### src/rtl/reg_wb_arbiter.sv
// Register-file write-back arbiter: merges ALU results and load results
// onto one registered write port, queueing loads behind ALU writes.
// Optional macro WB_LOAD_BYPASS_EN lets a load on an idle port skip the queue.
module reg_wb_arbiter #(
  parameter int ADDR_WIDTH = 5,
  parameter int DATA_WIDTH = 32,
  parameter int FIFO_DEPTH = 2
) (
  input  logic                     clk,
  input  logic                     reset,
  input  logic                     i_AluWrEn,
  input  logic [ADDR_WIDTH-1:0]    i_AluWrAddr,
  input  logic [DATA_WIDTH-1:0]    i_AluWrData,
  input  logic                     i_LdValid,
  input  logic [ADDR_WIDTH-1:0]    i_LdAddr,
  input  logic [DATA_WIDTH-1:0]    i_LdData,
  output logic                     o_LdReady,
  output logic                     o_RegWrEn,
  output logic [ADDR_WIDTH-1:0]    o_RegWrAddr,
  output logic [DATA_WIDTH-1:0]    o_RegWrData,
  output logic [2**ADDR_WIDTH-1:0] o_PendMask
);

  localparam int PTR_W = $clog2(FIFO_DEPTH);
  localparam int CNT_W = PTR_W + 1;

  logic [ADDR_WIDTH-1:0] q_addr [FIFO_DEPTH];
  logic [DATA_WIDTH-1:0] q_data [FIFO_DEPTH];
  logic [FIFO_DEPTH-1:0] q_live;
  logic [FIFO_DEPTH-1:0] live_nxt;
  logic [PTR_W-1:0]      head;
  logic [PTR_W-1:0]      tail;
  logic [CNT_W-1:0]      count;

  logic alu_win;
  logic ld_acc;
  logic ld_zero;
  logic ld_squash;
  logic bypass;
  logic push;
  logic pop;

  assign o_LdReady = (count < CNT_W'(FIFO_DEPTH));
  assign alu_win   = i_AluWrEn && (i_AluWrAddr != '0);
  assign ld_acc    = i_LdValid && o_LdReady;
  assign ld_zero   = (i_LdAddr == '0);
  // A same-cycle ALU write to the same register is younger, so the load is dropped.
  assign ld_squash = alu_win && (i_LdAddr == i_AluWrAddr);
  assign pop       = !alu_win && (count != '0);

`ifdef WB_LOAD_BYPASS_EN
  assign bypass = ld_acc && (count == '0) && !alu_win && !ld_zero;
`else
  assign bypass = 1'b0;
`endif

  assign push = ld_acc && !ld_zero && !ld_squash && !bypass;

  // Next liveness: squash matching entries, retire the popped head, arm the pushed tail.
  always_comb begin
    live_nxt = q_live;
    for (int i = 0; i < FIFO_DEPTH; i++) begin
      if (alu_win && (q_addr[i] == i_AluWrAddr)) live_nxt[i] = 1'b0;
    end
    if (pop)  live_nxt[head] = 1'b0;
    if (push) live_nxt[tail] = 1'b1;
  end

  // Queue control state: pointers, occupancy and live bits.
  always_ff @(posedge clk or posedge reset) begin
    if (reset) begin
      head   <= '0;
      tail   <= '0;
      count  <= '0;
      q_live <= '0;
    end else begin
      q_live <= live_nxt;
      if (push) tail <= tail + PTR_W'(1);
      if (pop)  head <= head + PTR_W'(1);
      if (push && !pop)      count <= count + CNT_W'(1);
      else if (!push && pop) count <= count - CNT_W'(1);
    end
  end

  // Queue payload storage; contents are meaningless unless the live bit is set.
  always_ff @(posedge clk) begin
    if (push) begin
      q_addr[tail] <= i_LdAddr;
      q_data[tail] <= i_LdData;
    end
  end

  // Registered write port: ALU first, then queue head, then direct load.
  always_ff @(posedge clk or posedge reset) begin
    if (reset) begin
      o_RegWrEn   <= 1'b0;
      o_RegWrAddr <= '0;
      o_RegWrData <= '0;
    end else if (alu_win) begin
      o_RegWrEn   <= 1'b1;
      o_RegWrAddr <= i_AluWrAddr;
      o_RegWrData <= i_AluWrData;
    end else if (pop) begin
      o_RegWrEn <= q_live[head];
      if (q_live[head]) begin
        o_RegWrAddr <= q_addr[head];
        o_RegWrData <= q_data[head];
      end
    end else if (bypass) begin
      o_RegWrEn   <= 1'b1;
      o_RegWrAddr <= i_LdAddr;
      o_RegWrData <= i_LdData;
    end else begin
      o_RegWrEn <= 1'b0;
    end
  end

  // Pending mask built from live queue entries; register 0 never reported.
  always_comb begin
    o_PendMask = '0;
    for (int i = 0; i < FIFO_DEPTH; i++) begin
      if (q_live[i]) o_PendMask[q_addr[i]] = 1'b1;
    end
    o_PendMask[0] = 1'b0;
  end

endmodule

### config.mk
export PLATFORM = sky130hd
export DESIGN_NAME = reg_wb_arbiter
export DESIGN_NICKNAME = d
export VERILOG_FILES = /design/src/rtl/reg_wb_arbiter.sv
export SDC_FILE = /design/constraint.sdc
export NUM_CORES = 1
export LEC_CHECK = 0
export BUFFER_PORTS_ARGS = -buffer_cell sky130_fd_sc_hd__buf_2
export CAP_MARGIN = 5
export CORE_UTILIZATION = 56
export DETAILED_ROUTE_END_ITERATION = 8
export PLACE_DENSITY_LB_ADDON = 0.12
export SETUP_SLACK_MARGIN = 0.2
export SLEW_MARGIN = 15
export SYNTH_ARGS = -nofsm -noshare
export SYNTH_HDL_FRONTEND = slang
export SYNTH_SLANG_ARGS = --single-unit
export TNS_END_PERCENT = 30
### constraint.sdc
create_clock -name clk -period 5.85 [get_ports clk]
set_input_delay 0.585 -clock clk [delete_from_list [all_inputs] [get_ports clk]]
set_output_delay 0.585 -clock clk [all_outputs]
set_load 0.01 [all_outputs]
== Word level (Yosys, flattened, before mapping) ==
Memories as Yosys holds them, arrays and structs flattened.
Cells that the tools add are included.

* Register bits after elaboration: 44
* Bits in latches: 0
* Memory bits (writable): 74
* Memory bits (read-only): 0
* Input port bits: 78
* Output and inout port bits: 71
* Word-level logic and storage cells: 83
* Memories kept: 2

{| class="wikitable"
|+ Memories
! memory !! words !! bits a word !! rd ports !! clocked after memory_dff !! write ports !! line !! text
|-
| q_data || 2 || 32 || 1 || 0 || 1 || 28 || <nowiki>logic [DATA_WIDTH-1:0] q_data [FIFO_DEPTH];</nowiki>
|-
| q_addr || 2 || 5 || 3 || 0 || 1 || 27 || <nowiki>logic [ADDR_WIDTH-1:0] q_addr [FIFO_DEPTH];</nowiki>
|}

* $add $sub $neg: 4
* Multiply operators: 0
* Div/mod/pow operators: 0
* $lt $le $gt $ge: 9
* Equal/unequal tests: 3
* Shifts and indexed selects: 0
* Muxes and demuxes: 28
* Bitwise logic cells: 4
* Reductions and logical operators: 26

{| class="wikitable"
|+ Operators with widths
! cell !! number
|-
| two-way mux 32 bit || 5
|-
| bitwise OR 32 bit || 1
|-
| == test 5 bit || 3
|-
| two-way mux 5 bit || 3
|-
| logical AND 1 bit || 14
|-
| < comparator 5 x 6 -> 1 bit (second input constant) || 2
|-
| two-way mux 1 bit || 12
|-
| demux 1 bit (select 5 bit) || 2
|-
| greater-or-equal comparator 5 x 1 -> 1 bit (second input constant) || 2
|-
| two-way mux 2 bit || 4
|-
| nonzero test 2 bit || 4
|-
| logical NOT 1 bit || 5
|-
| logical NOT 5 bit || 1
|-
| nonzero test 5 bit || 1
|-
| < comparator 1 x 2 -> 1 bit (second input constant) || 2
|-
| adder 1 bit (second input constant) || 2
|-
| adder 2 x 1 -> 2 bit (second input constant) || 1
|-
| bitwise AND 2 bit || 1
|-
| demux 1 bit (select 1 bit) || 2
|-
| greater-or-equal comparator 1 bit (second input constant) || 2
|-
| < comparator 2 bit (second input constant) || 1
|-
| inverter 2 bit || 1
|-
| bitwise OR 2 bit || 1
|-
| AND reduction 2 bit || 1
|-
| subtractor 2 x 1 -> 2 bit (second input constant) || 1
|}

== Logic depth before layout (Yosys ltp) ==
* Depth after elaboration: 9
* Depth in mapped cells: 8

== Worst setup path before layout ==
OpenSTA, ideal clock, no wires.

* Path kind: input port to flip-flop
* From: in i_AluWrAddr[4]
* To: mem q_addr[0][0] (enable)
* Setup time: 0.398 ns
* Data arrival time: 2.616 ns
* Required time: 5.452 ns
* Setup slack: 2.837 ns
* Cell stages on the path: 5
* Cell sequence: or4_1 > o21a_1 > buf_2 > a31oi_4 > and2_1

* Word-level cells in the longest chain between the ends: 7
* Elaborated cells between the ends (all ways): 8
* Those cells by class: eq/ne (1); mux (2); reduce/logical (5)

{| class="wikitable"
|+ Ends and longest elaborated chain
! element !! line !! text
|-
| start, declared || 12 || <nowiki>input logic [ADDR_WIDTH-1:0] i_AluWrAddr,</nowiki>
|-
| nonzero test 5 bit || 44 || <nowiki>assign alu_win = i_AluWrEn && (i_AluWrAddr != '0);</nowiki>
|-
| logical AND 1 bit || 44 ||
|-
| logical AND 1 bit (*) || 48 || <nowiki>assign ld_squash = alu_win && (i_LdAddr == i_AluWrAddr);</nowiki>
|-
| logical NOT 1 bit (*) || 57 || <nowiki>assign push = ld_acc && !ld_zero && !ld_squash && !bypass;</nowiki>
|-
| logical AND 1 bit (*) || 57 ||
|-
| two-way mux 1 bit (*) || 87 || <nowiki>if (push) begin</nowiki>
|-
| two-way mux 1 bit (not written as such) (*) || 88 || <nowiki>q_addr[tail] <= i_LdAddr;</nowiki>
|-
| end, declared || 27 ||
|}

Every way passes the cells marked *; elsewhere a longest branch is shown, timed or not.

== Worst setup path after layout ==
* From: reg head
* To: reg o_RegWrData[5]

* Word-level cells in the longest chain between the ends: 4
* Elaborated cells between the ends (all ways): 8
* Those cells by class: mux (5); reduce/logical (2); memory (1)

{| class="wikitable"
|+ Ends and longest elaborated chain
! element !! line !! text
|-
| start, declared || 31 || <nowiki>logic [PTR_W-1:0] head;</nowiki>
|-
| start signal, assigned || 79 || <nowiki>if (pop) head <= head + PTR_W'(1);</nowiki>
|-
| memory (2 x 32 bit) / two-way mux 1 bit (equally long branches) || n/a ||
|-
| two-way mux 32 bit / two-way mux 1 bit (equally long branches) || 105 || <nowiki>if (q_live[head]) begin</nowiki>
|-
| two-way mux 32 bit / nonzero test 2 bit (equally long branches) || n/a ||
|-
| two-way mux 32 bit / AND reduction 2 bit (equally long branches) || n/a ||
|-
| end signal, assigned || 102 || <nowiki>o_RegWrData <= i_AluWrData;</nowiki>
|-
| end signal, assigned || 107 || <nowiki>o_RegWrData <= q_data[head];</nowiki>
|-
| end signal, assigned || 112 || <nowiki>o_RegWrData <= i_LdData;</nowiki>
|-
| end, declared || 20 || <nowiki>output logic [DATA_WIDTH-1:0] o_RegWrData,</nowiki>
|}

Parallel ways exist; a longest one is shown, timed or not. The select of a mux whose other input is x is not followed.
A chain may end at the register's enable or synchronous reset.

==> run metrics <==
Least-Margin Pin Slew 0.961 ns; R2R depth 5; first-pass GRT wire length 18000 µm; Final nets 620; DR iter-0 viols 161; worst hold-check path type in -> reg; most common cell in the synthesized netlist edfxtp_1; Netlist cell types 32; worst-path fanout max 41; ys async rst share 37.3%; Port Buffer Count 147; worst setup margin 2.98 ns; GR peak layer met2; mapped cell area 5290 µm²; Yosys top cell by area edfxtp_1; aggregate global routing overflow 0; power density over the cells 473 nW/µm²; largest net degree at the start of global routing 78; Layout fillers 619; flop-to-flop setup slack 2.98 ns; final setup fails 0; via count of the first global-routing pass 3671; 1st-pass router iterations 5; vias per cell 5.70; Most used DFF post-synth edfxtp_1; synth cell count leaders edfxtp_1, dfrtp_1, nand2_1, o21ai_0, mux2i_1; total track usage 24.2%; worst setup path category reg -> reg; kind of end point of the critical path flop; hold_sp i_LdData[26]; layout cells sized above 1 41.5%; met3 usage 5.83%; Setup TNS 0 ns; post-synthesis xor/xnor area fraction 3.15%; Yosys top cell area share 42.0%; Post-synth EDFFs 74; later-pin clock latency in the skew report 0.51 ns; Routed WL 11300 µm; Yosys warning count 0; NetSw 956 µW; Mapped Cells 400; core area 9200 µm²; clk root buf clkbuf_8; endpoints failing hold 0; #FFs+latches synth 118; clock buffer depth 2; crit path from head$_DFFE_PP0P_; fin crit share 49.1%; Clock transition at path regs 0.05 ns; GR met1 Demand/Resource 30.3%; Post-Synth Adder-Cell Area 0.237%; dpl ws 2.55 ns; ranking of synthesized cells by area edfxtp_1, dfrtp_1, mux2_2; synth-to-layout area growth 25.8%; post-synthesis simple-gate area fraction 7.74%; H-tree depth 4; Site Rows 35; post-synthesis mux area share 15.1%; initial antenna violation count 0; max-cap viol count 0; Die Span Y 99.2 µm; internal power 2190 µW; routed len/inst 17.0 µm; post_cts resized 0; capturing point of the worst reg2reg path o_RegWrData[5]$_DFFE_PP0P_; maximum vdd drop 0.000263 V; Mean Syn Cell Area 13.2 µm²; Synth Area in Compound Gates 8.50%; Sequential Power Share 40.2%; leak pwr 0.00276 µW; status finished, final reports clean; Worst setup SP type flop; Worst EP required 6.19 ns; DRC violations left 0; sequential area share after synthesis 62.9%; die footprint 9830 µm²; I/O pin cnt 149; RSZ-0062 raised after global routing false; global-route met2 utilization 40.9%; Slew Viols, Final 0; largest family of logic cells by synthesized area multiplexers; Clock Sink Count 118; Starting Density 57.5%; hold_buf cts 0; CTS Buf Count 17; hpwl dp 7490 µm; switch share 30.4%; Peak Freq 0.348 GHz; Critical Path End o_RegWrData[5]$_DFFE_PP0P_; Worst R2R Start head$_DFFE_PP0P_; vias 3790; synthesized net count 479; diode count 0; Clk network pwr share 31.3%; Slew HR 35.9%; setup bufs post-CTS 0; Post-DRT Antenna Nets 0; Critical Path AT 3.21 ns; Final min period 2.87 ns; CTS tree yes; Gate power share 28.5%; gpl congestion 0.874; skew final 0.0155 ns; die width 99.2 µm
==> critical path: stages (launching register included) <==
cell     delay (ns)
dfrtp_2        0.96
mux2i_1        0.25
nor2_4         0.74
buf_4          0.40
mux2i_1        0.21
o21ai_0        0.11
==> layer usage <==
layer  wire (µm)  vias to the layer above
met3         694                       11
li1            -                     1781
met4         131                        0
met1        4830                     1823
met2        5680                      175
met5           0                        -
==> sequential cells by signal (all words and copies together) (netlist names) <==
name         cells
head             1
q_live           2
count            2
tail             1
o_RegWrData     32
q_addr          10
o_RegWrAddr      5
q_data          64
o_RegWrEn        1
==> layout by cell type, fill, tap and decap left out, drive strengths merged, types with 4 or more instances in the layout <==
cell	n
nor2	6
nand3b	10
mux2i	38
mux2	37
o22ai	31
or3b	6
dfrtp	44
buf	149
clkbuf	24
o21ai	40
nand2	40
nand3	4
edfxtp	74
xnor2	7
xor2	12
==> logic make-up after synthesis <==
| kind of cell | count (synthesis) |
|---|---|
| flip-flops | 118 |
| AND/OR/NAND/NOR | 80 |
| AO/OA/AOI/OAI | 76 |
| multiplexers | 75 |
| buffers and inverters | 30 |
| XOR/XNOR | 19 |
| adder cells (fa/ha/maj) | 1 |
| other | 1 |
==> power groups by stage <==
stage / clock, µW / combinational (µW) / sequential, µW
detailed placement: 0 / 901 / 1280
finish: 986 / 896 / 1270
global placement: 0 / 874 / 1270
global route: 1040 / 981 / 1290
CTS: 1000 / 907 / 1270
floorplan: 0 / 654 / 1240
==> how the worst min path moves through the flow <==
stage / end / slack [ns] / depth (start not counted)
floorplan: q_live[1]$_DFF_PP0_ / 0.47 / 1
global placement: q_live[1]$_DFF_PP0_ / 0.49 / 1
detailed placement: q_live[1]$_DFF_PP0_ / 0.50 / 1
CTS: q_data[1][12]$_DFFE_PP_ / 0.25 / 1
global route: q_data[1][26]$_DFFE_PP_ / 0.25 / 1
finish: q_data[1][26]$_DFFE_PP_ / 0.27 / 1
==> metrics by stage <==
| stage | util, % | std cells | area, µm² | total power (µW) | hold WS [ns] |
|---|---|---|---|---|---|
| after floorplan | - | 400 | 5290 | 1890 | 0.469 |
| after global placement | 66.1 | 633 | 6070 | 2140 | 0.487 |
| after detailed placement | 66.1 | 633 | 6070 | 2180 | 0.502 |
| after CTS | 72.3 | 665 | 6650 | 3180 | 0.252 |
| after global routing | 72.3 | 665 | 6650 | 3310 | 0.249 |
| final | 72.3 | 665 | 6650 | 3150 | 0.270 |
==> area by class of cell <==
| cell class | count | area [µm²] | area share [%] |
|---|---|---|---|
| clock buffers | 24 | 480 | 7.22 |
| clock inverters | 8 | 97.6 | 1.47 |
| repair buffers | 149 | 751 | 11.3 |
| inverters | 3 | 11.3 | 0.169 |
| well taps | 111 | 139 | 2.09 |
| multi-input cells | 252 | 1850 | 27.8 |
| flip-flops and latches | 118 | 3320 | 50.0 |
No activity file was read; power rests on OpenSTA's default activity.
